**src/rtl/sequenciador_ula_pkg.sv**
```systemverilog
// seq_ula_pkg -- shared definitions for the sequenciador_ula slice.
//
// Contents:
//   OP_*       ALU select codes seen on the request bus and on ula_op.
//   estado_t   Encoding of the sequencer FSM.
//   classe_t   How an accepted op is routed through the FSM.
//   classifica Maps an op code to its classe_t.
//
// Build option: SEQ_ULA_DIV_EN. When it is undefined, DIVI (op 3) is
// classified as illegal.
package seq_ula_pkg;

  localparam logic [5:0] OP_SOMA  = 6'd0;
  localparam logic [5:0] OP_SUBT  = 6'd1;
  localparam logic [5:0] OP_MULT  = 6'd2;
  localparam logic [5:0] OP_DIVI  = 6'd3;
  localparam logic [5:0] OP_MOVER = 6'd16;
  localparam logic [5:0] OP_NOP   = 6'd31;

  typedef enum logic [1:0] {
    OCIOSO  = 2'd0,
    SIMPLES = 2'd1,
    ITERA   = 2'd2,
    PRONTO  = 2'd3
  } estado_t;

  typedef enum logic [2:0] {
    CL_SIMPLES,
    CL_NOP,
    CL_MULT,
    CL_DIVI,
    CL_ILEGAL
  } classe_t;

  // Ops 0, 1 and 4..16 are resolved by the external combinational ALU.
  function automatic classe_t classifica(input logic [5:0] op);
    classe_t c;
    if (op == OP_NOP) begin
      c = CL_NOP;
    end else if (op == OP_MULT) begin
      c = CL_MULT;
`ifdef SEQ_ULA_DIV_EN
    end else if (op == OP_DIVI) begin
      c = CL_DIVI;
`endif
    end else if (op == OP_SOMA || op == OP_SUBT ||
                 (op > OP_DIVI && op <= OP_MOVER)) begin
      c = CL_SIMPLES;
    end else begin
      c = CL_ILEGAL;
    end
    return c;
  endfunction

endpackage

```
**src/rtl/sequenciador_ula_if.sv**
```systemverilog
// sequenciador_ula_if -- request, result and external-ALU bus of the sequencer.
//
// Signals:
//   in_valid/in_ready/op/a/b              request handshake and operands
//   ula_op/ula_a/ula_b/ula_res            external combinational ALU
//   out_valid/out_ready/resultado/resto/erro  result handshake
//
// Modports:
//   slave   the sequencer itself
//   master  the requester/consumer environment (also supplies ula_res)
interface sequenciador_ula_if #(
  parameter int LARGURA = 32
);
  logic               in_valid;
  logic               in_ready;
  logic [5:0]         op;
  logic [LARGURA-1:0] a;
  logic [LARGURA-1:0] b;
  logic [5:0]         ula_op;
  logic [LARGURA-1:0] ula_a;
  logic [LARGURA-1:0] ula_b;
  logic [LARGURA-1:0] ula_res;
  logic               out_valid;
  logic               out_ready;
  logic [LARGURA-1:0] resultado;
  logic [LARGURA-1:0] resto;
  logic               erro;

  modport slave (
    input  in_valid, op, a, b, ula_res, out_ready,
    output in_ready, ula_op, ula_a, ula_b, out_valid, resultado, resto, erro
  );

  modport master (
    output in_valid, op, a, b, ula_res, out_ready,
    input  in_ready, ula_op, ula_a, ula_b, out_valid, resultado, resto, erro
  );
endinterface

```
**src/rtl/sequenciador_ula_mult_div.sv**
```systemverilog
// mult_div_iterativo -- LARGURA-step unsigned shift-add multiplier and,
// when SEQ_ULA_DIV_EN is defined, restoring shift-subtract divider.
//
// Ports:
//   clock_i, reset_i      clock / asynchronous active-high reset
//   start_i               loads operands; iterations follow on the next edges
//   modo_i                0 = multiply, 1 = divide (sampled with start_i)
//   a_i, b_i              multiplicand/dividend, multiplier/divisor
//   fim_o                 high during the cycle whose edge performs the last step
//   produto_quociente_o   result of the step being performed this cycle
//   resto_o               remainder of that step (0 when multiplying)
//
// The outputs are the combinational next values, so the owner registers the
// final result on the same edge that performs iteration LARGURA.
module mult_div_iterativo #(
  parameter int LARGURA = 32
) (
  input  logic               clock_i,
  input  logic               reset_i,
  input  logic               start_i,
  input  logic               modo_i,
  input  logic [LARGURA-1:0] a_i,
  input  logic [LARGURA-1:0] b_i,
  output logic               fim_o,
  output logic [LARGURA-1:0] produto_quociente_o,
  output logic [LARGURA-1:0] resto_o
);

  localparam int CW = $clog2(LARGURA + 1);

  logic          ocupado_q;
  logic [CW-1:0] cont_q;

  always_ff @(posedge clock_i or posedge reset_i) begin
    if (reset_i) begin
      ocupado_q <= 1'b0;
      cont_q    <= '0;
    end else if (start_i) begin
      ocupado_q <= 1'b1;
      cont_q    <= '0;
    end else if (ocupado_q) begin
      if (cont_q == CW'(LARGURA - 1)) begin
        ocupado_q <= 1'b0;
      end else begin
        cont_q <= cont_q + CW'(1);
      end
    end
  end

  assign fim_o = ocupado_q && (cont_q == CW'(LARGURA - 1));

  // Multiplier: only the low LARGURA bits of the product are kept.
  logic [LARGURA-1:0] prod_q, mcand_q, mplier_q, prod_d;

  assign prod_d = prod_q + (mplier_q[0] ? mcand_q : '0);

  always_ff @(posedge clock_i) begin
    if (start_i) begin
      prod_q   <= '0;
      mcand_q  <= a_i;
      mplier_q <= b_i;
    end else if (ocupado_q) begin
      prod_q   <= prod_d;
      mcand_q  <= mcand_q << 1;
      mplier_q <= mplier_q >> 1;
    end
  end

`ifdef SEQ_ULA_DIV_EN
  // Restoring divider: the dividend is shifted MSB-first out of quo_q into
  // the partial remainder while quotient bits are shifted in at the bottom.
  logic               modo_q;
  logic [LARGURA-1:0] quo_q, rem_q, dvs_q;
  logic [LARGURA:0]   desloc_d;
  logic               cabe_d;
  logic [LARGURA-1:0] rem_d, quo_d;

  always_ff @(posedge clock_i or posedge reset_i) begin
    if (reset_i) begin
      modo_q <= 1'b0;
    end else if (start_i) begin
      modo_q <= modo_i;
    end
  end

  assign desloc_d = {rem_q, quo_q[LARGURA-1]};
  assign cabe_d   = (desloc_d >= {1'b0, dvs_q});
  // When the divisor fits, the true difference is below dvs_q, so the
  // modulo-2^LARGURA subtraction is exact.
  assign rem_d    = cabe_d ? (desloc_d[LARGURA-1:0] - dvs_q) : desloc_d[LARGURA-1:0];
  assign quo_d    = {quo_q[LARGURA-2:0], cabe_d};

  always_ff @(posedge clock_i) begin
    if (start_i) begin
      quo_q <= a_i;
      rem_q <= '0;
      dvs_q <= b_i;
    end else if (ocupado_q) begin
      quo_q <= quo_d;
      rem_q <= rem_d;
    end
  end

  assign produto_quociente_o = modo_q ? quo_d : prod_d;
  assign resto_o             = modo_q ? rem_d : '0;
`else
  logic unused_modo;
  assign unused_modo         = modo_i;
  assign produto_quociente_o = prod_d;
  assign resto_o             = '0;
`endif

endmodule

```
**src/rtl/sequenciador_ula.sv**
```systemverilog
// sequenciador_ula -- sequences requests through an external combinational
// ALU or the internal iterative multiplier/divider and holds each result
// until the consumer takes it.
//
// Ports:
//   clock  sole clock, rising edge
//   reset  asynchronous, active-high; drops any operation in flight
//   bus    sequenciador_ula_if.slave (request, external ALU, result)
//
// Latency from the accepting edge to out_valid: 1 cycle for NOP, illegal ops
// and DIVI by zero; 2 cycles for ALU ops; LARGURA+1 cycles for MULT/DIVI.
//
// Build option: SEQ_ULA_DIV_EN includes the divider; without it op 3 is
// treated as an illegal op.
module sequenciador_ula
  import seq_ula_pkg::*;
#(
  parameter int LARGURA = 32
) (
  input  logic                clock,
  input  logic                reset,
  sequenciador_ula_if.slave   bus
);

  estado_t            estado_q;
  logic               in_ready_q;
  logic               out_valid_q;
  logic               erro_q;
  logic [5:0]         ula_op_q;
  logic [LARGURA-1:0] ula_a_q, ula_b_q;
  logic [LARGURA-1:0] resultado_q, resto_q;

  classe_t            classe_d;
  logic               aceita_d;
  logic               inicia_d;
  logic               modo_d;
  logic               fim;
  logic [LARGURA-1:0] md_res, md_resto;

  assign classe_d = classifica(bus.op);
  assign aceita_d = (estado_q == OCIOSO) && bus.in_valid;

  // The iterative unit loads its operands on the accepting edge, straight
  // from the bus, so its LARGURA steps line up with the ITERA cycles.
  always_comb begin
    inicia_d = 1'b0;
    modo_d   = 1'b0;
    if (aceita_d) begin
      if (classe_d == CL_MULT) begin
        inicia_d = 1'b1;
      end
`ifdef SEQ_ULA_DIV_EN
      if (classe_d == CL_DIVI && bus.b != '0) begin
        inicia_d = 1'b1;
        modo_d   = 1'b1;
      end
`endif
    end
  end

  mult_div_iterativo #(
    .LARGURA(LARGURA)
  ) u_mult_div (
    .clock_i             (clock),
    .reset_i             (reset),
    .start_i             (inicia_d),
    .modo_i              (modo_d),
    .a_i                 (bus.a),
    .b_i                 (bus.b),
    .fim_o               (fim),
    .produto_quociente_o (md_res),
    .resto_o             (md_resto)
  );

  always_ff @(posedge clock or posedge reset) begin
    if (reset) begin
      estado_q    <= OCIOSO;
      in_ready_q  <= 1'b1;
      ula_op_q    <= OP_NOP;
      ula_a_q     <= '0;
      ula_b_q     <= '0;
      out_valid_q <= 1'b0;
      resultado_q <= '0;
      resto_q     <= '0;
      erro_q      <= 1'b0;
    end else begin
      case (estado_q)
        OCIOSO: begin
          if (aceita_d) begin
            in_ready_q <= 1'b0;
            case (classe_d)
              CL_SIMPLES: begin
                estado_q <= SIMPLES;
                ula_op_q <= bus.op;
                ula_a_q  <= bus.a;
                ula_b_q  <= bus.b;
              end
              CL_NOP: begin
                estado_q    <= PRONTO;
                out_valid_q <= 1'b1;
                resultado_q <= bus.a;
                resto_q     <= '0;
                erro_q      <= 1'b0;
              end
              CL_MULT: begin
                estado_q <= ITERA;
              end
`ifdef SEQ_ULA_DIV_EN
              CL_DIVI: begin
                if (bus.b == '0) begin
                  estado_q    <= PRONTO;
                  out_valid_q <= 1'b1;
                  resultado_q <= '1;
                  resto_q     <= bus.a;
                  erro_q      <= 1'b1;
                end else begin
                  estado_q <= ITERA;
                end
              end
`endif
              default: begin
                estado_q    <= PRONTO;
                out_valid_q <= 1'b1;
                resultado_q <= '0;
                resto_q     <= '0;
                erro_q      <= 1'b1;
              end
            endcase
          end
        end
        SIMPLES: begin
          estado_q    <= PRONTO;
          ula_op_q    <= OP_NOP;
          ula_a_q     <= '0;
          ula_b_q     <= '0;
          out_valid_q <= 1'b1;
          resultado_q <= bus.ula_res;
          resto_q     <= '0;
          erro_q      <= 1'b0;
        end
        ITERA: begin
          if (fim) begin
            estado_q    <= PRONTO;
            out_valid_q <= 1'b1;
            resultado_q <= md_res;
            resto_q     <= md_resto;
            erro_q      <= 1'b0;
          end
        end
        PRONTO: begin
          // in_ready only rises on this edge, so a new request cannot be
          // taken in the same cycle the result is handed over.
          if (bus.out_ready) begin
            estado_q    <= OCIOSO;
            out_valid_q <= 1'b0;
            in_ready_q  <= 1'b1;
          end
        end
        default: begin
          estado_q <= OCIOSO;
        end
      endcase
    end
  end

  assign bus.in_ready  = in_ready_q;
  assign bus.ula_op    = ula_op_q;
  assign bus.ula_a     = ula_a_q;
  assign bus.ula_b     = ula_b_q;
  assign bus.out_valid = out_valid_q;
  assign bus.resultado = resultado_q;
  assign bus.resto     = resto_q;
  assign bus.erro      = erro_q;

endmodule

```
**src/flat_wrapper.sv**
```systemverilog
// flat-port wrapper written by rule: the top's interface ports become plain ports
module sequenciador_ula_flat import seq_ula_pkg::*;
#(
  parameter int LARGURA = 32
)
  (clock, reset, bus_in_valid, bus_op, bus_a, bus_b, bus_ula_res, bus_out_ready, bus_in_ready, bus_ula_op, bus_ula_a, bus_ula_b, bus_out_valid, bus_resultado, bus_resto, bus_erro);
  sequenciador_ula_if #(.LARGURA(LARGURA)) bus_i ();
  input  logic clock;
  input  logic reset;
  input wire logic [$bits(bus_i.in_valid)-1:0] bus_in_valid;
  input wire logic [$bits(bus_i.op)-1:0] bus_op;
  input wire logic [$bits(bus_i.a)-1:0] bus_a;
  input wire logic [$bits(bus_i.b)-1:0] bus_b;
  input wire logic [$bits(bus_i.ula_res)-1:0] bus_ula_res;
  input wire logic [$bits(bus_i.out_ready)-1:0] bus_out_ready;
  output wire logic [$bits(bus_i.in_ready)-1:0] bus_in_ready;
  output wire logic [$bits(bus_i.ula_op)-1:0] bus_ula_op;
  output wire logic [$bits(bus_i.ula_a)-1:0] bus_ula_a;
  output wire logic [$bits(bus_i.ula_b)-1:0] bus_ula_b;
  output wire logic [$bits(bus_i.out_valid)-1:0] bus_out_valid;
  output wire logic [$bits(bus_i.resultado)-1:0] bus_resultado;
  output wire logic [$bits(bus_i.resto)-1:0] bus_resto;
  output wire logic [$bits(bus_i.erro)-1:0] bus_erro;
  assign bus_i.in_valid = bus_in_valid;
  assign bus_i.op = bus_op;
  assign bus_i.a = bus_a;
  assign bus_i.b = bus_b;
  assign bus_i.ula_res = bus_ula_res;
  assign bus_i.out_ready = bus_out_ready;
  assign bus_in_ready = bus_i.in_ready;
  assign bus_ula_op = bus_i.ula_op;
  assign bus_ula_a = bus_i.ula_a;
  assign bus_ula_b = bus_i.ula_b;
  assign bus_out_valid = bus_i.out_valid;
  assign bus_resultado = bus_i.resultado;
  assign bus_resto = bus_i.resto;
  assign bus_erro = bus_i.erro;
  sequenciador_ula #(.LARGURA(LARGURA)) u_core (.clock(clock), .reset(reset), .bus(bus_i));
endmodule
```
**config.mk**
```make
export PLATFORM = sky130hd
export DESIGN_NAME = sequenciador_ula_flat
export DESIGN_NICKNAME = d
export VERILOG_FILES = /design/src/rtl/sequenciador_ula_pkg.sv /design/src/rtl/sequenciador_ula_if.sv /design/src/rtl/sequenciador_ula_mult_div.sv /design/src/rtl/sequenciador_ula.sv /design/src/flat_wrapper.sv
export SDC_FILE = /design/constraint.sdc
export NUM_CORES = 1
export LEC_CHECK = 0
export ABC_CLOCK_PERIOD_IN_PS = 3400
export CAP_MARGIN = 20
export CORE_MARGIN = 2
export CORE_UTILIZATION = 30
export CTS_CLUSTER_SIZE = 12
export DETAILED_ROUTE_END_ITERATION = 10
export GPL_TIMING_DRIVEN = 0
export PLACE_DENSITY = 0.51
export SLEW_MARGIN = 20
export SYNTH_ARGS = -nofsm -noshare
export SYNTH_HDL_FRONTEND = slang
export SYNTH_SLANG_ARGS = --single-unit
```
**constraint.sdc**
```tcl
create_clock -name clock -period 3.4 [get_ports clock]
set_input_delay 0.34 -clock clock [delete_from_list [all_inputs] [get_ports clock]]
set_output_delay 0.34 -clock clock [all_outputs]
set_load 0.1 [all_outputs]
```
==> flow_metrics.tcl, run 1 <==
set metrics [dict create \
    outcome "complete, no violations" \
    fp.dieH_um 193 \
    async_flop_share 0.543 \
    crit_path_cell_trace "buf_6 > and2_1 > ha_1 > a21o_1 > o21bai_1 > o21a_1 > o211ai_1 > buf_4 > nand3_1 > a31oi_1 > nor4bb_1 > nor4_1" \
    finalMaxSlewViolations 0 \
    num_antenna_cells 0 \
    maxCapViolCount 0 \
    cp-end-kind "register" \
    grt-ovfl-total 0 \
    dr.pass1.iters 5 \
    holdBufCountCts 0 \
    synth_top_area_frac 0.252 \
    die_w_um 193 \
    synth_seq_cells 210 \
    track_usage 0.190 \
    p_int_mw 7.63 \
    placed_area_sq_um 13600 \
    ys_seq_area_frac 0.506 \
    clk_pin_slew_worst_paths_ns 0.06 \
    fin_nets 1490 \
    setup_slack_ns 0.158 \
    avgViaCountPerCell 4.93 \
    power_mw 15.4 \
    antenna_left 0 \
    cellPowerDensity_nw_per_um2 1060 \
    hp-class "primary input to async pin" \
    combPwrFrac 0.567 \
    yosys_most_used_dff "dfrtp_1" \
    syn-cell-area_sq_um 10700 \
    synth_area_leaders "dfrtp_1, edfxtp_1, nand2_1, dfxtp_1, a22o_1" \
    drt_iter0_drc 589 \
    clock_latency_ns 0.54 \
    gp_congestion 0.844 \
    std_cell_rows 69 \
    pwr-share-seq 0.249 \
    slew_headroom 0.269 \
    yosysUniqueCellTypes 72 \
    setup-tns-final_ns 0 \
    grt_max_degree 74 \
    period_needed_ns 3.24 \
    io_pins 243 \
    crit_fanout 10 \
    critical-path-top-delay-family "compound AO/OA/AOI/OAI gates" \
    cp-startpoint "u_core.u_mult_div.mplier_q[0]" \
    wl_per_cell_um 19.5 \
    arrival_ns 3.62 \
    fin_skew_ns 0.0173 \
    startpoint_type "register" \
    synth_edf_count 64 \
    p_switching_mw 7.74 \
    grt_pass1_wl_mm 54.1 \
    peakVddDrop_mv 0.593 \
    whs_ns 0.187 \
    drc_errors 0 \
    wl_mm 35.5 \
    period_share 0.954 \
    netSwitchingFraction 0.504 \
    dp_hpwl_mm 26.1 \
    cts.sinks 210 \
    final-setup-viol-count 0 \
    pwr-share-clk 0.184 \
    io_buffer_count 210 \
    avgSynthCellArea_sq_um 9.99 \
    antenna_found_initial 1 \
    cts_buffers 25 \
    final_design_area_no_fill_sq_um 14500 \
    cts_root_buffer "clkbuf_16" \
    first_global_vias 9257 \
    area_delta_synth_final_pct 35.5 \
    yosysWarnings 0 \
    dp_cells 1778 \
    dieArea_sq_um 37300 \
    slowest_delay_ns 0.51 \
    tightest_slew_ns 1.09 \
    worst-path-buf-inv 2 \
    hold_violations 0 \
    syn_inst 1074 \
    grt_setup_unrepaired "yes" \
    cp_slowest_cell "edfxtp_1" \
    start_util 0.303 \
    synth.largest_area_cell "dfrtp_1" \
    layout.cells.non_filler 1827 \
    r2r-start "u_core.u_mult_div.mplier_q[0]" \
    max_clock_freq_mhz 308 \
    final_layout_size_suffix_gt1_frac 0.0871 \
    clockBufferDepth 3 \
    dp_worst_setup_slack_ns -0.238 \
    dr_total_vias 9003 \
    required_ns 3.78 \
    h-tree-depth 1 \
    p_leak_nw 6.20 \
    core_sq_um 35400 \
    tritoncts "built" \
    crit_type "register to register" \
    fin_util 0.411 \
]
## cells in the mapped netlist (9+ instances only)
library cell	n
a22o_1	70
o21ai_1	10
a22oi_1	10
nand2_1	243
edfxtp_1	64
inv_1	14
ha_1	36
nand3_1	9
mux2i_1	28
xor2_1	18
o21ai_0	42
a221o_1	11
dfxtp_1	32
dfrtp_1	108
a21oi_1	38
and2_1	42
buf_4	32
xnor2_1	15
a222oi_1	10
a21o_1	21
clkbuf_1	51
nor2_1	50
## state kept, by name, indices dropped and copies added, names as in the netlist
name / flops
u_core.u_mult_div.cont_q: 6
u_core.bus.ula_op: 6
u_core.u_mult_div.ocupado_q: 1
u_core.estado_q: 2
u_core.bus.erro: 1
u_core.u_mult_div.prod_q: 32
u_core.bus.ula_b: 32
u_core.u_mult_div.mcand_q: 32
u_core.bus.in_ready: 1
u_core.u_mult_div.mplier_q: 32
u_core.bus.resultado: 32
u_core.bus.out_valid: 1
u_core.bus.ula_a: 32
## cells in the final DEF, fill, tap and decap left out, types with 35 or more instances in the layout
master / netlist / final
nand2_1: 243 / 243
clkdlybuf4s50_1: 0 / 210
dfrtp_1: 108 / 108
a22o_1: 70 / 70
edfxtp_1: 64 / 64
clkbuf_1: 51 / 53
nor2_1: 50 / 50
o21ai_0: 42 / 42
and2_1: 42 / 42
a21oi_1: 38 / 36
ha_1: 36 / 35
buf_4: 32 / 35
## kinds of logic (layout without fill, tap and decap cells)
kind of cell	count (synthesis)	in the layout	synth area share
other	1	32	0.000350
AND/OR/NAND/NOR	386	386	0.157
adder cells (fa/ha/maj)	37	37	0.0439
multiplexers	28	28	0.0261
buffers and inverters	109	370	0.0518
AO/OA/AOI/OAI	270	270	0.188
flip-flops	210	210	0.506
XOR/XNOR	33	33	0.0270
## worst reg2reg max path, cell delays in order, from the launching register on
cell,delay (ns)
edfxtp_1,0.51
buf_6,0.20
and2_1,0.14
ha_1,0.33
a21o_1,0.22
o21bai_1,0.22
o21a_1,0.29
o211ai_1,0.18
buf_4,0.15
nand3_1,0.20
a31oi_1,0.24
nor4bb_1,0.35
nor4_1,0.08
## cell type report
class	count	area (sq um)
well taps	461	577
flip-flops and latches	210	5420
plain buffers	94	508
inverters	15	63.8
clock inverters	10	125
clock buffers	36	737
multi-input cells	786	4920
repair buffers	215	2180
fillers	3487	20900
## power groups by stage
stage	clock network, mW	registers, mW	logic [mW]
after floorplan	0	6.74	3.40
after global placement	0	3.88	8.60
after detailed placement	0	3.86	8.66
after CTS	2.89	3.83	8.72
after global routing	2.97	3.93	9.25
final	2.83	3.83	8.71
## worst paths after layout
path,endpoint,slack (ns),depth (start not counted)
worst min register to register,u_core.bus.ula_op[5],0.48,1
worst max-delay path,u_core.u_mult_div.prod_q[31],0.16,12
max in group asynchronous,u_core.bus.in_ready,2.53,3
worst max register to register,u_core.u_mult_div.prod_q[31],0.16,12
min in group clock,u_core.bus.ula_op[0],0.43,2
worst min-delay path,u_core.bus.ula_b[21],0.19,2
## metal layers
layer	up-vias	GRT usage	part of all wire	wire, um
met3	44	0.0472	0.077	2740
met2	254	0.304	0.46	16200
met5	-	0	0.00037	13
met4	2	0.0440	0.019	690
met1	4384	0.258	0.45	15900
li1	4319	-	-	-
## what timing repair did
| action | in CTS | in global routing |
|---|---|---|
| gates cloned | 0 | 0 |
| setup endpoints to repair | 19 | 12 |
| resized for setup | 5 | 11 |
| pin swaps | 3 | 5 |
| buffers inserted | 3 | 0 |
(Power assumes the default switching activity.)
==> run 2, diff against run 1 <==
==> constraint.sdc (replaced) <==
create_clock -name clock -period 3.4 [get_ports clock]
set_input_delay 0.68 -clock clock [delete_from_list [all_inputs] [get_ports clock]]
set_output_delay 0.68 -clock clock [all_outputs]
set_load 0.1 [all_outputs]
==> run 2 against run 1 <==
Critical path depth did not move. Die area did not move. Via count fell by 0.37%. Largest cell class unchanged.
==> flow_metrics.tcl, run 2 (synthesized netlist as in run 1, its figures left out) <==
set metrics [dict create \
    tightest_slew_ns 1.12 \
    final_cell_mix "nand2_1, clkdlybuf4s50_1, dfrtp_1, a22o_1, edfxtp_1" \
    hold_violations 0 \
    dp_hpwl_mm 26.4 \
    holdBufCountCts 0 \
    pwr-share-clk 0.172 \
    netSwitchingFraction 0.508 \
    area_delta_synth_final_pct 35.3 \
    io_buffer_count 210 \
    period_needed_ns 3.28 \
    p_int_mw 7.46 \
    grt_pass1_wl_mm 53.6 \
    r2r-start "u_core.u_mult_div.mplier_q[0]" \
    die_w_um 193 \
    hp-class "register to register" \
    clock_latency_ns 0.52 \
    h-tree-depth 1 \
    cts_root_buffer "clkbuf_16" \
    finalMaxSlewViolations 0 \
    max_clock_freq_mhz 305 \
    dp_cells 1781 \
    final_common_cell "nand2_1" \
    antenna_found_initial 3 \
    r2r_slack_ns 0.12 \
    p_switching_mw 7.69 \
    pwr-share-seq 0.253 \
    cp-end-kind "register" \
    grt-ovfl-total 0 \
    clockBufferDepth 3 \
    dieArea_sq_um 37300 \
    first_global_vias 8975 \
    crit_path_cell_trace "clkbuf_8 > and2_1 > ha_1 > fa_2 > a21o_1 > a221oi_4 > o41a_4 > o211ai_4 > a311oi_2 > o21ai_2 > xnor2_1 > o31ai_2" \
    core_sq_um 35400 \
    crit_fanout 10 \
    cts.sinks 210 \
    cts_buffers 24 \
    final_layout_size_suffix_gt1_frac 0.0857 \
    ff2ff_path_depth 12 \
    slew_headroom 0.253 \
    std_cell_rows 69 \
    p_leak_nw 6.18 \
    cp-startpoint "u_core.u_mult_div.mplier_q[0]" \
    dr_total_vias 8970 \
    endpoint "u_core.bus.resultado[30]" \
    track_usage 0.188 \
    combPwrFrac 0.575 \
    maxCapViolCount 0 \
    fp.dieH_um 193 \
    reg2reg_to "u_core.bus.resultado[30]" \
    io_pins 243 \
    required_ns 3.83 \
    start_util 0.303 \
    grt_setup_unrepaired "yes" \
    grt_max_degree 48 \
    drt_iter0_drc 632 \
    clk_pin_slew_worst_paths_ns 0.06 \
    dp_worst_setup_slack_ns -0.380 \
    arrival_ns 3.70 \
    final-setup-viol-count 0 \
    fin_skew_ns 0.00673 \
    drc_errors 0 \
    outcome "complete, no violations" \
    tritoncts "built" \
    wl_mm 35.4 \
    peakVddDrop_mv 0.515 \
    startpoint_type "register" \
    crit_type "register to register" \
    fin_nets 1491 \
    dr.pass1.iters 8 \
    antenna_left 0 \
    cp_slowest_cell "edfxtp_1" \
    avgViaCountPerCell 4.91 \
    wl_per_cell_um 19.3 \
    period_share 0.963 \
    slowest_delay_ns 0.50 \
    setup_slack_ns 0.125 \
    layout.cells.non_filler 1828 \
    cellPowerDensity_nw_per_um2 1040 \
    gp_congestion 0.852 \
]
==> run 2: changes by cell type in the layout (fill, tap and decap cells not counted), moves of 2 or more <==
cell	change
clkbuf_8	-3
clkinvlp_4	+2
buf_12	+4
clkinv_1	+3
==> run 2: layer usage <==
| metal | share of wire | track usage |
|---|---|---|
| met1 | 0.45 | 0.255 |
| met5 | 0.00037 | 0 |
| met3 | 0.080 | 0.0509 |
| met4 | 0.016 | 0.0355 |
| met2 | 0.46 | 0.302 |
==> run 2: worst min-delay path by stage <==
stage	startpoint	to	slack (ns)	depth (start not counted)
after floorplan	u_core.u_mult_div.prod_q[29]	u_core.u_mult_div.prod_q[29]	0.45	2
after global placement	u_core.bus.resultado[10]	u_core.bus.resultado[10]	0.47	2
after detailed placement	u_core.bus.resultado[10]	u_core.bus.resultado[10]	0.47	2
after CTS	u_core.bus.resultado[10]	u_core.bus.resultado[10]	0.48	2
after global routing	u_core.bus.resultado[10]	u_core.bus.resultado[10]	0.49	2
final	u_core.bus.ula_op[5]	u_core.bus.ula_op[5]	0.48	1
==> run 2: per-stage QoR <==
step                      area [sq um]  TNS (ns)   util  total power, mW  hold slack [ns]
final                            14500         0  0.410             15.2            0.482
after floorplan                  10800         0      -             10.1            0.451
after global placement           13500    -76.29  0.382             12.5            0.467
after detailed placement         13600    -25.08  0.385             12.5            0.469
after global routing             14500   -0.0209  0.410             15.9            0.494
after CTS                        14500         0  0.409             15.2            0.482
==> run 2: area by class of cell <==
cell class / count / area [sq um]
fillers: 3507 / 20900
flip-flops and latches: 210 / 5420
multi-input cells: 786 / 4920
repair buffers: 218 / 2230
clock buffers: 32 / 682
well taps: 461 / 577
plain buffers: 93 / 507
clock inverters: 12 / 105
inverters: 15 / 60.1
diodes: 1 / 2.50
==> run 2: timing repair <==
action,in CTS,in global routing
endpoints found under the hold margin,0,0
pin swaps,2,6
gates resized for setup,6,9
endpoints found under the setup margin,21,19
setup buffers,2,1
==> run 2: critical path, delay by kind of cell (launching register included) <==
family | cells | cell delay (ns)
compound gates | 7 | 1.55
xor+xnor | 1 | 0.16
fa+ha+maj | 2 | 0.59
buf+inv | 1 | 0.22
flops | 1 | 0.50
simple gates | 1 | 0.14
==> run 2: power by group through the flow <==
stage | logic (mW) | clock network, mW | registers (mW)
2_1_floorplan | 3.40 | 0 | 6.73
3_3_place_gp | 8.58 | 0 | 3.87
3_5_place_dp | 8.64 | 0 | 3.86
4_1_cts | 8.71 | 2.67 | 3.84
5_1_grt | 9.24 | 2.76 | 3.93
6_report | 8.71 | 2.61 | 3.84
==> run 3, diff against run 2 <==
- ABC_AREA: default -> 1
- GPL_ROUTABILITY_DRIVEN: default -> 1
- HOLD_SLACK_MARGIN: default -> 0.05
- PLACE_DENSITY: 0.51 -> 0.5
==> run 3 against run 2 <==
Via count grew 28%. Sequential cell count unchanged. Clock skew grew 0.0059 ns. Largest cell class is now multi-input gates. Count of clock-buffer cells in the layout increased by 6. Synthesized cell count up 53%. Cell count grew 35%. Synthesized area rose by 14%. Die area increased by 14%. Sequential share of layout area decreased by 3.6 points. Utilization shrank 0.80 points. Non-clock buffer count up 9.
==> flow_metrics.tcl, run 3 <==
set metrics [dict create \
    outcome "complete, no violations" \
    fin_util 0.402 \
    maxCapViolCount 0 \
    gp_congestion 0.953 \
    io_buffer_count 210 \
    cts_root_buffer "clkbuf_16" \
    synthTopCellsByCount "nand2_1, nand3_1, inv_1" \
    drt_iter0_drc 689 \
    cts_setup_buffers 0 \
    setup-tns-final_ns 0 \
    tightest_slew_ns 1.06 \
    crit_fanout 10 \
    holdPathStages 2 \
    final_design_area_no_fill_sq_um 16100 \
    r2r-start "u_core.u_mult_div.mplier_q[0]" \
    finalMaxSlewViolations 0 \
    period_needed_ns 3.13 \
    grt_max_degree 40 \
    die_w_um 206 \
    grt_pass1_wl_mm 65.6 \
    reg2reg_to "u_core.bus.resultado[12]" \
    dp_hpwl_mm 33.9 \
    synth_top_family_by_area "simple AND/OR/NAND/NOR gates" \
    post_synth_fa_ha_maj_area_fraction 0.0384 \
    final_layout_size_suffix_gt1_frac 0.0854 \
    avgViaCountPerCell 4.64 \
    ys_seq_area_frac 0.443 \
    yosys_most_used_dff "dfrtp_1" \
    yosysUniqueCellTypes 42 \
    cp_slowest_cell "edfxtp_1" \
    placed_area_sq_um 15200 \
    cp-end-kind "register" \
    grt_setup_unrepaired "no" \
    cts_buffers 27 \
    crit_type "register to register" \
    track_usage 0.203 \
    fin_nets 2065 \
    synth-xor-area-share 0.00787 \
    synth.largest_area_cell "dfrtp_1" \
    antenna_left 0 \
    clock_latency_ns 0.55 \
    crit_top_cell "nand3_1" \
    ff2ff_path_depth 14 \
    std_cell_rows 73 \
    dr_total_vias 11400 \
    critical-path-top-delay-family "simple AND/OR/NAND/NOR gates" \
    h-tree-depth 1 \
    wl_mm 42.9 \
    synth_area_leaders "dfrtp_1, nand2_1, edfxtp_1, nand3_1, inv_1" \
    min_from "u_core.u_mult_div.prod_q[28]" \
    synth_top_area_frac 0.221 \
    cts.sinks 210 \
    dieArea_sq_um 42400 \
    final_common_cell "nand2_1" \
    required_ns 3.84 \
    tritoncts "built" \
    wl_per_cell_um 17.4 \
    whs_ns 0.458 \
    first_global_vias 11300 \
    max_clock_freq_mhz 319 \
    synthMuxAreaShare 0 \
    period_share 0.922 \
    io_pins 243 \
    dr.pass1.iters 7 \
    synth_compound_area_frac 0.0810 \
    worst-path-buf-inv 2 \
    synth_seq_cells 210 \
    syn-cell-area_sq_um 12200 \
    fin_skew_ns 0.0127 \
    grt-ovfl-total 0 \
    clk_pin_slew_worst_paths_ns 0.06 \
    syn_inst 1647 \
    yosysWarnings 0 \
    async_flop_share 0.543 \
    r2r_slack_ns 0.27 \
    fillers 4204 \
    arrival_ns 3.57 \
    holdBufCountCts 0 \
    post_cts_resize_count 0 \
    avgSynthCellArea_sq_um 7.43 \
    final-setup-viol-count 0 \
    num_antenna_cells 0 \
    drc_errors 0 \
    core_sq_um 40000 \
    hold_path_end "u_core.u_mult_div.prod_q[28]" \
    hp-class "register to register" \
    fp.dieH_um 206 \
    start_util 0.306 \
    hold_violations 0 \
    synth_edf_count 64 \
    slowest_delay_ns 0.50 \
    final_cell_mix "nand2_1, clkdlybuf4s50_1, nand3_1, inv_1, dfrtp_1" \
    clockBufferDepth 3 \
    slew_headroom 0.289 \
    area_delta_synth_final_pct 31.4 \
    antenna_found_initial 1 \
    startpoint_type "register" \
    synthSimpleGateAreaFrac 0.318 \
    crit_path_cell_trace "clkbuf_1 > nand2_1 > inv_1 > ha_1 > fa_1 > nand3_1 > nand3_1 > nand3_1 > nand3_1 > or2_2 > nand3_1 > nand2_1 > nand3_1 > nand2_1" \
    yosysMostFrequentCell "nand2_1" \
]
## run 3: cell types whose count changed in the layout (fill, tap and decap cells not counted), moves of 28 or more
cell / before / now
a22o_1: 70 / 11
and2_1: 42 / 0
inv_1: 13 / 187
mux2i_1: 28 / 0
nand2_1: 243 / 621
nand3_1: 9 / 196
nor2_1: 50 / 86
## run 3: worst max path at each step
stage	from	to	slack [ns]	depth (start not counted)
2_1_floorplan	bus_op[3]	u_core.u_mult_div.mcand_q[0]	0.25	7
3_3_place_gp	bus_op[2]	u_core.u_mult_div.mplier_q[31]	-1.19	8
3_5_place_dp	bus_op[2]	u_core.u_mult_div.mplier_q[30]	0.09	9
4_1_cts	u_core.u_mult_div.mplier_q[0]	u_core.bus.resultado[12]	0.26	14
5_1_grt	u_core.u_mult_div.mplier_q[0]	u_core.bus.resultado[12]	0.10	14
6_report	u_core.u_mult_div.mplier_q[0]	u_core.bus.resultado[12]	0.27	14
## run 3: routing by layer
layer  share of wire  wire length [um]  global-route usage
met5         0.00030                13                   0
met4           0.021               898              0.0487
met3           0.056              2420              0.0320
met2            0.47             20300               0.339
met1            0.45             19200               0.274
## run 3: worst register-to-register path: stages, from the launching register on
cell and delay [ns]:
edfxtp_1 0.50, clkbuf_1 0.28, nand2_1 0.13, inv_1 0.07, ha_1 0.23, fa_1 0.49, nand3_1 0.13, nand3_1 0.15
nand3_1 0.11, nand3_1 0.19, or2_2 0.36, nand3_1 0.16, nand2_1 0.08, nand3_1 0.08, nand2_1 0.05
## run 3: cell type report
cell class | instances | area (sq um) | share of cell area
plain buffers | 105 | 621 | 0.0386
clock buffers | 38 | 737 | 0.0458
clock inverters | 12 | 113 | 0.00701
inverters | 197 | 746 | 0.0464
multi-input cells | 1166 | 5570 | 0.346
flip-flops and latches | 210 | 5420 | 0.337
well taps | 525 | 657 | 0.0409
repair buffers | 215 | 2210 | 0.137
## run 3: stage by stage
step | std cells | setup WS, ns
after floorplan | 1678 | 0.248
after detailed placement | 2418 | 0.0912
after global placement | 2413 | -1.19
final | 2468 | 0.266
after CTS | 2468 | 0.256
after global routing | 2468 | 0.104
## run 3: cells by family after synthesis
kind of cell / Yosys count
xor gates and xnor gates: 11
other: 1
and+or+nand+nor: 943
buffers and inverters: 302
adders and majority gates: 37
AOI/OAI and AO/OA: 143
DFF: 210
Power of run 3 is not shown: default switching activity piles up to over one toggle a cycle in this logic, so the estimate is an artifact.
